<file path="config.mk">
export PLATFORM = sky130hd
export DESIGN_NAME = tx_rrc_polyphase
export DESIGN_NICKNAME = d
export VERILOG_FILES = /design/src/rtl/rrc_pkg.sv /design/src/rtl/rrc_sat_trunc.sv /design/src/rtl/tx_rrc_polyphase.sv
export SDC_FILE = /design/constraint.sdc
export NUM_CORES = 1
export LEC_CHECK = 0
export ABC_CLOCK_PERIOD_IN_PS = 9300
export BUFFER_PORTS_ARGS = -buffer_cell sky130_fd_sc_hd__buf_2
export CAP_MARGIN = 5
export CORE_MARGIN = 3
export CORE_UTILIZATION = 40
export DETAILED_ROUTE_END_ITERATION = 8
export HOLD_SLACK_MARGIN = 0.1
export PLACE_DENSITY_LB_ADDON = 0.2
export SLEW_MARGIN = 20
export SYNTH_ARGS = -nofsm -noshare
export SYNTH_HDL_FRONTEND = slang
export SYNTH_SLANG_ARGS = --single-unit
export TNS_END_PERCENT = 5
</file>
<file path="constraint.sdc">
create_clock -name clk -period 9.3 [get_ports clk]
set_clock_uncertainty 0.15 [all_clocks]
set_input_delay 0.93 -clock clk [delete_from_list [all_inputs] [get_ports clk]]
set_output_delay 0.93 -clock clk [all_outputs]
set_load 0.03 [all_outputs]
</file>
<file path="src/rtl/rrc_pkg.sv">
// Shared constants for the root-raised-cosine transmit path: default sizes,
// the quantised RRC taps and the PRBS bit to symbol sign mapping.
package rrc_pkg;

    localparam int NBAUDS_DEF   = 6;
    localparam int OS_DEF       = 4;
    localparam int NB_COEF_DEF  = 8;
    localparam int NBF_COEF_DEF = 7;
    localparam int NTAPS_DEF    = NBAUDS_DEF * OS_DEF;

    // PRBS bit 0 transmits +1, bit 1 transmits -1.
    typedef enum logic {
        SYM_POS = 1'b0,
        SYM_NEG = 1'b1
    } sym_sign_e;

    // Roll-off 0.5, S(8,7). Tap n lives at bits [n*8 +: 8]; the table is
    // symmetric so listing order is the same either way.
    localparam logic [NTAPS_DEF*NB_COEF_DEF-1:0] RRC_COEF_FLAT = {
        8'hFF, 8'hFE, 8'h00, 8'h03, 8'h04, 8'hFE,
        8'hF4, 8'hF1, 8'h00, 8'h22, 8'h4C, 8'h69,
        8'h69, 8'h4C, 8'h22, 8'h00, 8'hF1, 8'hF4,
        8'hFE, 8'h04, 8'h03, 8'h00, 8'hFE, 8'hFF
    };

endpackage

</file>
<file path="src/rtl/rrc_sat_trunc.sv">
// Floor-truncates a full-precision accumulator by SHIFT LSBs and saturates
// the result into a signed NB_OUT-bit word.
module rrc_sat_trunc #(
    parameter int NB_IN  = 11,
    parameter int NB_OUT = 8,
    parameter int SHIFT  = 0
) (
    input  logic signed [NB_IN-1:0]  data_i,
    output logic signed [NB_OUT-1:0] data_o
);

    logic signed [NB_IN-1:0] shifted;

    assign shifted = data_i >>> SHIFT;

    generate
        if (NB_IN - SHIFT > NB_OUT) begin : g_sat
            localparam logic signed [NB_IN-1:0] MAX_V = NB_IN'((2 ** (NB_OUT - 1)) - 1);
            localparam logic signed [NB_IN-1:0] MIN_V = -MAX_V - NB_IN'(1);

            always_comb begin
                if (shifted > MAX_V) begin
                    data_o = NB_OUT'(MAX_V);
                end else if (shifted < MIN_V) begin
                    data_o = NB_OUT'(MIN_V);
                end else begin
                    data_o = NB_OUT'(shifted);
                end
            end
        end else begin : g_pass
            assign data_o = NB_OUT'(shifted);
        end
    endgenerate

endmodule

</file>
<file path="src/rtl/tx_rrc_polyphase.sv">
// Polyphase RRC transmit filter for one rail: equivalent to zero-stuffing by OS
// followed by the full FIR, but only the NBAUDS taps of the current phase are summed.
module tx_rrc_polyphase
    import rrc_pkg::*;
#(
    parameter int NBAUDS   = NBAUDS_DEF,
    parameter int OS       = OS_DEF,
    parameter int NB_COEF  = NB_COEF_DEF,
    parameter int NBF_COEF = NBF_COEF_DEF,
    parameter int NB_OUT   = 8,
    parameter int NBF_OUT  = 7,
    parameter logic [NBAUDS*OS*NB_COEF-1:0] COEF_FLAT = RRC_COEF_FLAT,
    localparam int PHW = (OS > 1) ? $clog2(OS) : 1
) (
    input  logic                     clk,
    input  logic                     i_rst_n,
    input  logic                     i_enable,
    input  logic                     i_symbol,
    output logic signed [NB_OUT-1:0] o_sample,
    output logic                     o_valid,
    output logic [PHW-1:0]           o_phase
);

    localparam int ACC_W = NB_COEF + $clog2(NBAUDS);

    logic [PHW-1:0]           phase_q, phase_d;
    logic [NBAUDS-1:0]        sym_q, sym_d;
    logic [NBAUDS-1:0]        mask_q, mask_d;
    logic signed [NB_OUT-1:0] sample_q;
    logic                     valid_q;
    logic [PHW-1:0]           phase_out_q;

    logic signed [NB_COEF-1:0] tap;
    logic signed [ACC_W-1:0]   term;
    logic signed [ACC_W-1:0]   acc;
    logic signed [NB_OUT-1:0]  sat_out;

    // A new symbol and a mask bit enter together so unloaded taps stay silent.
    always_comb begin
        phase_d = phase_q;
        sym_d   = sym_q;
        mask_d  = mask_q;
        if (i_enable) begin
            phase_d = (phase_q == PHW'(OS - 1)) ? '0 : phase_q + PHW'(1);
            if (phase_q == '0) begin
                sym_d  = {sym_q[NBAUDS-2:0], i_symbol};
                mask_d = {mask_q[NBAUDS-2:0], 1'b1};
            end
        end
    end

    // Sum over baud taps for the current phase, using the freshly shifted symbols.
    always_comb begin
        acc  = '0;
        tap  = '0;
        term = '0;
        for (int k = 0; k < NBAUDS; k++) begin
            tap = '0;
            for (int p = 0; p < OS; p++) begin
                if (phase_q == PHW'(p)) begin
                    tap = COEF_FLAT[(k*OS + p)*NB_COEF +: NB_COEF];
                end
            end
            term = ACC_W'(tap);
            if (sym_sign_e'(sym_d[k]) == SYM_NEG) begin
                term = -term;
            end
            if (mask_d[k]) begin
                acc = acc + term;
            end
        end
    end

    rrc_sat_trunc #(
        .NB_IN  (ACC_W),
        .NB_OUT (NB_OUT),
        .SHIFT  (NBF_COEF - NBF_OUT)
    ) u_sat_trunc (
        .data_i (acc),
        .data_o (sat_out)
    );

    always_ff @(posedge clk or negedge i_rst_n) begin
        if (!i_rst_n) begin
            phase_q     <= '0;
            sym_q       <= '0;
            mask_q      <= '0;
            sample_q    <= '0;
            valid_q     <= 1'b0;
            phase_out_q <= '0;
        end else begin
            phase_q <= phase_d;
            sym_q   <= sym_d;
            mask_q  <= mask_d;
            valid_q <= i_enable;
            if (i_enable) begin
                sample_q    <= sat_out;
                phase_out_q <= phase_q;
            end
        end
    end

    assign o_sample = sample_q;
    assign o_valid  = valid_q;
    assign o_phase  = phase_out_q;

endmodule

</file>
==> results.sh <==
export IMPL_outcome="completed"
export IMPL_syn_avg_cell_area_sq_um=8.14
export IMPL_overflow=0
export IMPL_synthFlopType="dfrtp_1"
export IMPL_period_minus_slack_ps=8710
export IMPL_area_delta_synth_final_pct=9.49
export IMPL_max_freq_mhz=115
export IMPL_hold_ws_ps=352
export IMPL_start_kind="input port"
export IMPL_synth_area_leader_cell="ha_1"
export IMPL_start_util_pct=41.9
export IMPL_portBuffers=14
export IMPL_ys_seq_elements=25
export IMPL_relSlewSlack_pct=36.0
export IMPL_yosysSeqAreaShare_pct=15.0
export IMPL_final_util_pct=45.8
export IMPL_dr_pass1_iters=4
export IMPL_postRouteAntennaNets=0
export IMPL_wl_um=10800
export IMPL_yosysUniqueCellTypes=75
export IMPL_hold_path_class="reg2reg"
export IMPL_cts_sinks=25
export IMPL_nNetsFinal=598
export IMPL_rows=36
export IMPL_cts_tree="yes"
export IMPL_diodes=0
export IMPL_num_vias=3809
export IMPL_cp_required_ps=9290
export IMPL_cpMaxStageDelayCell="ha_1"
export IMPL_cts_max_level=1
export IMPL_grt_pass1_vias=3693
export IMPL_clk_pin_slew_worst_paths_ps=90
export IMPL_cts_buffers=3
export IMPL_placed_area_sq_um=4460
export IMPL_viasPerCell=5.71
export IMPL_synthTopCellsByCount="ha_1, nor2_1, nand2_1"
export IMPL_drc=0
export IMPL_track_usage_pct=19.2
export IMPL_cp_max_fo=8
export IMPL_crit_type="in2reg"
export IMPL_synthTopCellsByArea="ha_1, dfrtp_1, a21oi_1"
export IMPL_tns_ps=0
export IMPL_yosysWarnings=0
export IMPL_die_h_um=108
export IMPL_final_max_slew_viol_count=0
export IMPL_drv_cap=0
export IMPL_post_route_period_util_pct=93.7
export IMPL_antenna_found_initial=0
export IMPL_core_area_sq_um=9950
export IMPL_crit_arrival_ps=8700
export IMPL_grt_max_degree=26
export IMPL_chipWidth_um=108
export IMPL_detailed_place_hpwl_um=8920
export IMPL_die_area_sq_um=11700
export IMPL_clk_latency_ps=280
export IMPL_drive_gt1_share_pct=16.1
export IMPL_netlist_area_sq_um=4170
export IMPL_end_kind="register"
export IMPL_final_area_sq_um=4560
export IMPL_tightest_slew_ps=959
export IMPL_synth_net_count=575
export IMPL_ios=15
export IMPL_setup_viol=0
export IMPL_rsz0062_at_grt="false"
export IMPL_synthCells=512
export IMPL_detail_route_wl_per_cell_um=16.3
export IMPL_drt_initial_drc_count=243
export IMPL_synth_top_area_share_pct=16.2
export IMPL_clockBufferDepth=2
export IMPL_critPathMaxStageDelay_ps=370
export IMPL_holdPathStages=2
export IMPL_reg2reg_depth=41
export IMPL_async_flop_share_pct=100
export IMPL_root_buffer="clkbuf_8"
export IMPL_finalHoldViolations=0
export IMPL_grt_pass1_wl_um=18400
export IMPL_synth_edff_count=0
export IMPL_gp_congestion=0.882
## cells by family after synthesis
group | Yosys count | synth area share [%]
flip-flops | 25 | 15.0
buffers and inverters | 46 | 4.50
multiplexers | 33 | 9.19
AO/OA/AOI/OAI | 160 | 27.5
AND/OR/NAND/NOR | 155 | 17.7
adder cells (fa/ha/maj) | 60 | 18.9
XOR/XNOR | 33 | 7.27
## area by class of cell
| class | instances | area (sq um) |
|---|---|---|
| Sequential cell | 25 | 627 |
| Multi-Input combinational cell | 441 | 3410 |
| Tap cell | 133 | 166 |
| Inverter | 34 | 128 |
| Clock inverter | 1 | 5.00 |
| Clock buffer | 3 | 41.3 |
| Timing Repair Buffer | 30 | 190 |
| Fill cell | 1000 | 5390 |
## per-layer routing
layer | global-route usage [%] | share of wire (%) | vias up
met5 | 0 | 0 | -
li1 | - | - | 1940
met2 | 34.0 | 48 | 49
met1 | 26.2 | 48 | 1815
met4 | 1.26 | 0.55 | 0
met3 | 2.39 | 2.8 | 5
## sequential cells by signal (all words and copies together), names as in the netlist
| signal | cells |
|---|---|
| o_valid | 1 |
| sym_q | 6 |
| mask_q | 6 |
| o_phase | 2 |
| o_sample | 8 |
| phase_q | 2 |
## timing repair
item,in CTS,in global routing
resized for setup,0,14
hold buffers,0,0
setup buffers,0,1
endpoints found under the setup margin,0,8
endpoints found under the hold margin,0,0
## through the flow
step	instances	setup WS, ps
after floorplan	512	654
after global placement	662	221
after detailed placement	662	160
after CTS	666	143
after global routing	667	7.74
final	667	589
## layout by cell type, fill, tap and decap left out, types with 10 or more instances in the layout
cell type / netlist / routed
nor2_1: 54 / 54
ha_1: 54 / 53
nand2_1: 46 / 45
a21oi_1: 43 / 42
inv_1: 29 / 28
dfrtp_1: 25 / 24
o21ai_0: 24 / 21
xnor2_1: 21 / 21
mux2_2: 19 / 19
buf_4: 1 / 16
nor3_1: 14 / 14
buf_2: 3 / 14
o21a_1: 13 / 13
mux2i_1: 11 / 11
xor2_1: 11 / 11
a21o_1: 10 / 10
## worst max-delay path: cells and delay by family
kind | cells | cell delay [ps]
compound gates | 14 | 2710
xor+xnor | 7 | 1240
fa+ha+maj | 5 | 1600
buf+inv | 5 | 680
mux | 1 | 300
simple gates | 10 | 1240
## final timing paths
path                            slack (ps)                 endpoint                     from
min in group asynchronous              490      mask_q[1]$_DFF_PN0_                  i_rst_n
worst min register to register         350  o_sample[1]$_DFFE_PN0P_  o_sample[1]$_DFFE_PN0P_
worst min-delay path                   350  o_sample[1]$_DFFE_PN0P_  o_sample[1]$_DFFE_PN0P_
worst max-delay path                   590  o_sample[6]$_DFFE_PN0P_                 i_enable
max in group asynchronous             8100   phase_q[1]$_DFFE_PN0P_                  i_rst_n
worst max register to register         610  o_sample[6]$_DFFE_PN0P_   phase_q[1]$_DFFE_PN0P_
Power is left out: the tool's default activity adds up to more than one toggle a clock period on the data nets, which glitch-free logic cannot reach.
